==> src/rtl/uart_tx_arbiter_if.sv <==
// uart_tx_arbiter_if: requester byte streams plus UART transmitter handshake for uart_tx_arbiter.
interface uart_tx_arbiter_if;
  logic [2:0] reqValid;
  logic [23:0] reqData;
  logic [2:0] reqLast;
  logic [2:0] reqReady;
  logic txBusy;
  logic txDone;
  logic txStart;
  logic [7:0] txData;
  logic [2:0] grant;
  logic [15:0] frameCount;
  logic abortPulse;
  modport master(
    output reqValid, reqData, reqLast, txBusy, txDone,
    input reqReady, txStart, txData, grant, frameCount, abortPulse
  );
  modport slave(
    input reqValid, reqData, reqLast, txBusy, txDone,
    output reqReady, txStart, txData, grant, frameCount, abortPulse
  );
endinterface

==> src/rtl/uart_tx_arbiter.sv <==
// uart_tx_arbiter: round-robin framer of three byte streams onto one UART, header HDR_BASE+owner per frame.
// Define ARB_TIMEOUT_EN to add the owner-stall watchdog that aborts a frame after TIMEOUT_CYCLES idle cycles.
module uart_tx_arbiter #(
  parameter logic [31:0] TIMEOUT_CYCLES = 32'd50000,
  parameter logic [7:0] HDR_BASE = 8'hA0
) (
  input logic clk_50,
  input logic reset,
  uart_tx_arbiter_if.slave bus
);
  typedef enum logic [2:0] {IDLE, SEND_HDR, WAIT_HDR, SEND_DATA, WAIT_DATA} state_t;
  state_t state;
  logic [1:0] rrPtr, owner, pick, cand1, cand2;
  logic lastFlag, txStart, ownerValid;
  logic [7:0] txData, ownerData;
  logic [2:0] reqReady, grant;
  logic [15:0] frameCount;
`ifdef ARB_TIMEOUT_EN
  logic [31:0] stallCount;
  logic abortPulse;
`endif
  function automatic logic [1:0] nextIdx(input logic [1:0] i);
    return i == 2'd2 ? 2'd0 : i + 2'd1;
  endfunction
  always_comb begin
    cand1 = nextIdx(rrPtr);
    cand2 = nextIdx(cand1);
    pick = bus.reqValid[rrPtr] ? rrPtr : bus.reqValid[cand1] ? cand1 : cand2;
    ownerValid = bus.reqValid[owner];
    ownerData = bus.reqData[{owner, 3'b000} +: 8];
  end
  always_ff @(posedge clk_50 or posedge reset) begin
    if (reset) begin
      state <= IDLE;
      rrPtr <= 2'd0;
      owner <= 2'd0;
      grant <= 3'd0;
      txStart <= 1'b0;
      txData <= 8'd0;
      reqReady <= 3'd0;
      frameCount <= 16'd0;
      lastFlag <= 1'b0;
`ifdef ARB_TIMEOUT_EN
      stallCount <= 32'd0;
      abortPulse <= 1'b0;
`endif
    end else begin
      txStart <= 1'b0;
      reqReady <= 3'd0;
`ifdef ARB_TIMEOUT_EN
      abortPulse <= 1'b0;
`endif
      case (state)
        IDLE: if (|bus.reqValid) begin
          owner <= pick;
          grant <= 3'b001 << pick;
          state <= SEND_HDR;
        end
        SEND_HDR: if (!bus.txBusy) begin
          txStart <= 1'b1;
          txData <= HDR_BASE + {6'd0, owner};
          state <= WAIT_HDR;
        end
        WAIT_HDR: if (bus.txDone) state <= SEND_DATA;
        SEND_DATA: begin
          if (ownerValid && !bus.txBusy) begin
            txStart <= 1'b1;
            reqReady <= grant;
            txData <= ownerData;
            lastFlag <= bus.reqLast[owner];
            state <= WAIT_DATA;
          end
`ifdef ARB_TIMEOUT_EN
          // only consecutive cycles without owner data count towards the abort
          if (ownerValid) stallCount <= 32'd0;
          else if (stallCount == TIMEOUT_CYCLES - 32'd1) begin
            stallCount <= 32'd0;
            abortPulse <= 1'b1;
            grant <= 3'd0;
            rrPtr <= nextIdx(owner);
            state <= IDLE;
          end else stallCount <= stallCount + 32'd1;
`endif
        end
        WAIT_DATA: if (bus.txDone) begin
          state <= lastFlag ? IDLE : SEND_DATA;
          if (lastFlag) begin
            frameCount <= frameCount + 16'd1;
            grant <= 3'd0;
            rrPtr <= nextIdx(owner);
          end
        end
        default: state <= IDLE;
      endcase
    end
  end
  assign bus.txStart = txStart;
  assign bus.txData = txData;
  assign bus.reqReady = reqReady;
  assign bus.grant = grant;
  assign bus.frameCount = frameCount;
`ifdef ARB_TIMEOUT_EN
  assign bus.abortPulse = abortPulse;
`else
  assign bus.abortPulse = 1'b0 & (TIMEOUT_CYCLES != 32'd0);
`endif
endmodule

==> src/flat_wrapper.sv <==
// flat-port wrapper written by rule: the top's interface ports become plain ports
module uart_tx_arbiter_flat 
#(
  parameter logic [31:0] TIMEOUT_CYCLES = 32'd50000,
  parameter logic [7:0] HDR_BASE = 8'hA0
)
  (clk_50, reset, bus_reqValid, bus_reqData, bus_reqLast, bus_txBusy, bus_txDone, bus_reqReady, bus_txStart, bus_txData, bus_grant, bus_frameCount, bus_abortPulse);
  uart_tx_arbiter_if bus_i ();
  input logic clk_50;
  input logic reset;
  input wire logic [$bits(bus_i.reqValid)-1:0] bus_reqValid;
  input wire logic [$bits(bus_i.reqData)-1:0] bus_reqData;
  input wire logic [$bits(bus_i.reqLast)-1:0] bus_reqLast;
  input wire logic [$bits(bus_i.txBusy)-1:0] bus_txBusy;
  input wire logic [$bits(bus_i.txDone)-1:0] bus_txDone;
  output wire logic [$bits(bus_i.reqReady)-1:0] bus_reqReady;
  output wire logic [$bits(bus_i.txStart)-1:0] bus_txStart;
  output wire logic [$bits(bus_i.txData)-1:0] bus_txData;
  output wire logic [$bits(bus_i.grant)-1:0] bus_grant;
  output wire logic [$bits(bus_i.frameCount)-1:0] bus_frameCount;
  output wire logic [$bits(bus_i.abortPulse)-1:0] bus_abortPulse;
  assign bus_i.reqValid = bus_reqValid;
  assign bus_i.reqData = bus_reqData;
  assign bus_i.reqLast = bus_reqLast;
  assign bus_i.txBusy = bus_txBusy;
  assign bus_i.txDone = bus_txDone;
  assign bus_reqReady = bus_i.reqReady;
  assign bus_txStart = bus_i.txStart;
  assign bus_txData = bus_i.txData;
  assign bus_grant = bus_i.grant;
  assign bus_frameCount = bus_i.frameCount;
  assign bus_abortPulse = bus_i.abortPulse;
  uart_tx_arbiter #(.TIMEOUT_CYCLES(TIMEOUT_CYCLES), .HDR_BASE(HDR_BASE)) u_core (.clk_50(clk_50), .reset(reset), .bus(bus_i));
endmodule
==> config.mk <==
export PLATFORM = sky130hd
export DESIGN_NAME = uart_tx_arbiter_flat
export DESIGN_NICKNAME = d
export VERILOG_FILES = /design/src/rtl/uart_tx_arbiter_if.sv /design/src/rtl/uart_tx_arbiter.sv /design/src/flat_wrapper.sv
export SDC_FILE = /design/constraint.sdc
export NUM_CORES = 1
export LEC_CHECK = 0
export ABC_CLOCK_PERIOD_IN_PS = 4590
export CAP_MARGIN = 20
export CORE_MARGIN = 2
export CORE_UTILIZATION = 49
export CTS_CLUSTER_DIAMETER = 80
export CTS_CLUSTER_SIZE = 20
export DETAILED_ROUTE_END_ITERATION = 7
export GPL_TIMING_DRIVEN = 0
export HOLD_SLACK_MARGIN = 0.1
export PLACE_DENSITY = 0.85
export RECOVER_POWER = 25
export SKIP_LAST_GASP = 1
export SLEW_MARGIN = 10
export SYNTH_ARGS = -nofsm -noshare
export SYNTH_HDL_FRONTEND = slang
export SYNTH_SLANG_ARGS = --single-unit
==> constraint.sdc <==
create_clock -name clk_50 -period 4.59 [get_ports clk_50]
set_input_delay 0.459 -clock clk_50 [delete_from_list [all_inputs] [get_ports clk_50]]
set_output_delay 0.459 -clock clk_50 [all_outputs]
set_load 0.02 [all_outputs]
==> metrics.csv <==
stage;metric;value;unit
status;status;finished, final reports clean;
yosys;syn_avg_cell_area;11.0;um^2
timing;tns;0;ns
yosys;synth-xor-area-share;0.0658;
yosys;synth_top_family_by_area;simple AND/OR/NAND/NOR gates;
place;dp_slack;2.24;ns
timing;fin_crit_sh;0.454;
cts;clock_path_buffers;2;
cts;clk_pin_slew;0.08;ns
critical_path;max_stage_delay;0.56;ns
floorplan;core;3970;um^2
detailed_routing;drt_iter0_markers;44;
detailed_routing;drt_wl_total;4.24;mm
detailed_routing;drc;0;
yosys;yosysSeqAreaShare;0.489;
global_routing;grt_pass1_wl;6.90;mm
critical_path;critPathKind;in -> reg;
yosys;async_flop_share;1.00;
timing;layout_min_cycle_time;2.08;ns
yosys;synth-adder-area-share;0.00627;
timing;finalSetupViolations;0;
power_and_ir_drop;ir_worst_vdd;0.259;mV
timing;relSlewSlack;0.0493;
detailed_routing;firstDrtPassIters;4;
cts;cts-root-buf;clkbuf_8;
global_routing;antenna_found_initial;0;
critical_path;cp_slowest_cell;clkdlybuf4s50_1;
critical_path;worstPathCellList;clkdlybuf4s50_1 -> nor2b_1 -> mux2i_4 -> nor3_2 -> mux2_1;
cts;cts_setup_buffers;0;
detailed_routing;via_per_inst;5.34;
power_and_ir_drop;p_leak;1.21;nW
global_routing;grt_pass1_vias;1523;
place;place.gp.congestion;0.799;
yosys;synth_cell_type_count;47;
global_routing;track_usage;0.203;
yosys;synthSimpleGateAreaFrac;0.168;
yosys;synth_fp_nets;217;
flow_run;drv_cap;0;
critical_path;path_max_fanout;8;
critical_path;cp.buffers_inverters;1;
global_routing;overflow;0;
yosys;synth_compound_area_frac;0.120;
yosys;syn_inst;182;
yosys;ys_ff_latch;39;
timing;drv_slew;0;
yosys;muxShareOfSynthArea;0.113;
layout;post-route-util;0.710;
floorplan;dieWidth;67.8;um
timing;worst_pin_slew;1.42;ns
critical_path;cpLargestDelayFamily;simple AND/OR/NAND/NOR gates;
global_routing;grt_start_max_net_pins;40;
critical_path;cp.required;4.76;ns
cts;cts_made_buffers;5;
critical_path;critPathCaptureType;register;
yosys;syn_area;2000;um^2
timing;finalClockSkew;0.00732;ns
place;hpwl;3.14;mm
detailed_routing;ant_nets;0;
floorplan;initial_core_util;0.503;
yosys;synthFlopType;dfrtp_1;
floorplan;die_h;67.8;um
cts;cts_tree;done;
power_and_ir_drop;power-per-cell-area;476;nW/um^2
layout;n_antenna_cell;0;
cts;clk_latency;0.29;ns
timing;setup_ws;2.51;ns
cts;holdBufCountCts;0;
layout;areaGrowthSynthToFinish;41.1;%
cts;htree_levels;2;
floorplan;row_count;23;
floorplan;num_io_pins;66;
place;numPortBuffers;64;
timing;hold_violations;0;
critical_path;arrival;2.26;ns
layout;nets;288;
layout;fillers;304;
cts;cts_sinks;39;
layout;drive_gt1_frac;0.110;
timing;fmax;480;MHz
yosys;synth_edf_count;0;
critical_path;startpoint_type;primary input;
yosys;yosysWarnings;0;
detailed_routing;vias;1623;
cts;post_cts_resized;0;
floorplan;die_area;4600;um^2
timing;rsz0062_at_grt;false;
detailed_routing;post_drt_wl_per_cell;14.0;um
hold_path;min_path_type;reg -> reg;
## cell type report
class	count	area (um^2)	area share
multi-input cells	127	948	0.337
flip-flops and latches	39	976	0.346
repair buffers	64	641	0.227
clock buffers	6	82.6	0.0293
plain buffers	9	43.8	0.0155
inverters	7	28.8	0.0102
well taps	50	62.6	0.0222
clock inverters	2	35.0	0.0124
## logic make-up after synthesis
kind of cell	after synthesis
DFF	39
adders and majority gates	1
muxes	18
other	1
AOI/OAI and AO/OA	35
buffers and inverters	16
and+or+nand+nor	57
xor gates and xnor gates	15
## cells in the mapped netlist (2+ instances only)
| library cell | n | area, um^2 |
|---|---|---|
| a21o_1 | 2 | 15.0 |
| a21oi_1 | 5 | 25.0 |
| a22o_1 | 3 | 26.3 |
| a31o_1 | 3 | 26.3 |
| and2_1 | 4 | 25.0 |
| and3_1 | 2 | 12.5 |
| and4_1 | 2 | 17.5 |
| buf_2 | 5 | 25.0 |
| clkbuf_1 | 3 | 11.3 |
| dfrtp_1 | 39 | 976 |
| inv_1 | 6 | 22.5 |
| mux2_1 | 3 | 33.8 |
| mux2_4 | 6 | 90.1 |
| mux2i_1 | 8 | 80.1 |
| nand2_1 | 13 | 48.8 |
| nand2b_1 | 3 | 18.8 |
| nand3_1 | 8 | 40.0 |
| nand4_1 | 3 | 18.8 |
| nor2_1 | 5 | 18.8 |
| nor2b_1 | 3 | 18.8 |
| nor3_1 | 3 | 15.0 |
| nor3_2 | 2 | 20.0 |
| o21ai_0 | 10 | 50.1 |
| o21ai_1 | 2 | 10.0 |
| o22ai_1 | 2 | 12.5 |
| o31ai_1 | 3 | 22.5 |
| xnor2_1 | 13 | 114 |
| xor2_1 | 2 | 17.5 |
## flip-flops by register name, indices dropped and copies added (netlist names)
name	count
u_core.state	3
u_core.bus.frameCount	16
u_core.bus.txStart	1
u_core.rrPtr	2
u_core.bus.grant	3
u_core.owner	2
u_core.bus.reqReady	3
u_core.bus.txData	8
u_core.lastFlag	1
## placed cells by master (no fill, tap or decap), types with 3 or more instances in the layout
| cell type | instances |
|---|---|
| a22o_1 | 3 |
| dfrtp_1 | 39 |
| and2_1 | 4 |
| buf_2 | 5 |
| a31o_1 | 3 |
| mux2i_1 | 8 |
| clkbuf_8 | 6 |
| nand4_1 | 3 |
| clkbuf_1 | 3 |
| nor2_1 | 5 |
| mux2_1 | 3 |
| nand2b_1 | 3 |
| nand3_1 | 8 |
| inv_1 | 6 |
| xnor2_1 | 13 |
| clkdlybuf4s50_1 | 63 |
| nand2_1 | 13 |
| mux2_4 | 6 |
| o31ai_1 | 3 |
| nor2b_1 | 3 |
| nor3_1 | 3 |
| o21ai_0 | 10 |
| a21oi_1 | 5 |
## power breakdown
part / switching, mW / internal [mW]
logic: 0.280 / 0.284
registers: 0.0594 / 0.422
clock network: 0.119 / 0.176
total: 0.459 / 0.882
## final timing paths
kind | start | end | slack [ns] | depth (start not counted)
max in group asynchronous | reset | u_core.bus.grant[0]$_DFFE_PP0P_ | 2.72 | 2
max | bus_reqValid[2] | u_core.lastFlag$_DFFE_PP0P_ | 2.51 | 5
min in group asynchronous | reset | u_core.bus.frameCount[12]$_DFFE_PP0P_ | 1.03 | 2
min reg2reg | u_core.bus.frameCount[15]$_DFFE_PP0P_ | u_core.bus.frameCount[15]$_DFFE_PP0P_ | 0.47 | 1
max reg2reg | u_core.state[2]$_DFFE_PP0P_ | u_core.lastFlag$_DFFE_PP0P_ | 2.68 | 4
min | u_core.bus.frameCount[15]$_DFFE_PP0P_ | u_core.bus.frameCount[15]$_DFFE_PP0P_ | 0.47 | 1
## metrics by stage
step,power [mW],hold slack (ns),std cells,instance area (um^2)
global route,1.42,0.507,304,2820
global placement,1.04,0.462,296,2700
floorplan,0.849,0.516,182,2000
detailed placement,1.05,0.461,296,2700
finish,1.34,0.470,304,2820
CTS,1.35,0.477,304,2820
## routing by layer
layer	wire [um]	global-route usage	up-vias	share of wire
met1	1760	0.240	776	0.42
met5	0	0	-	0
met4	31	0.0800	0	0.0073
li1	-	-	787	-
met3	285	0.0576	4	0.067
met2	2160	0.350	56	0.51
## worst reg2reg max path, stage by stage, from the launching register on
cell      delay (ns)
dfrtp_1         0.37
clkbuf_1        0.18
nand3b_1        0.37
nor3_2          0.51
mux2_1          0.37
(Power assumes the default switching activity.)
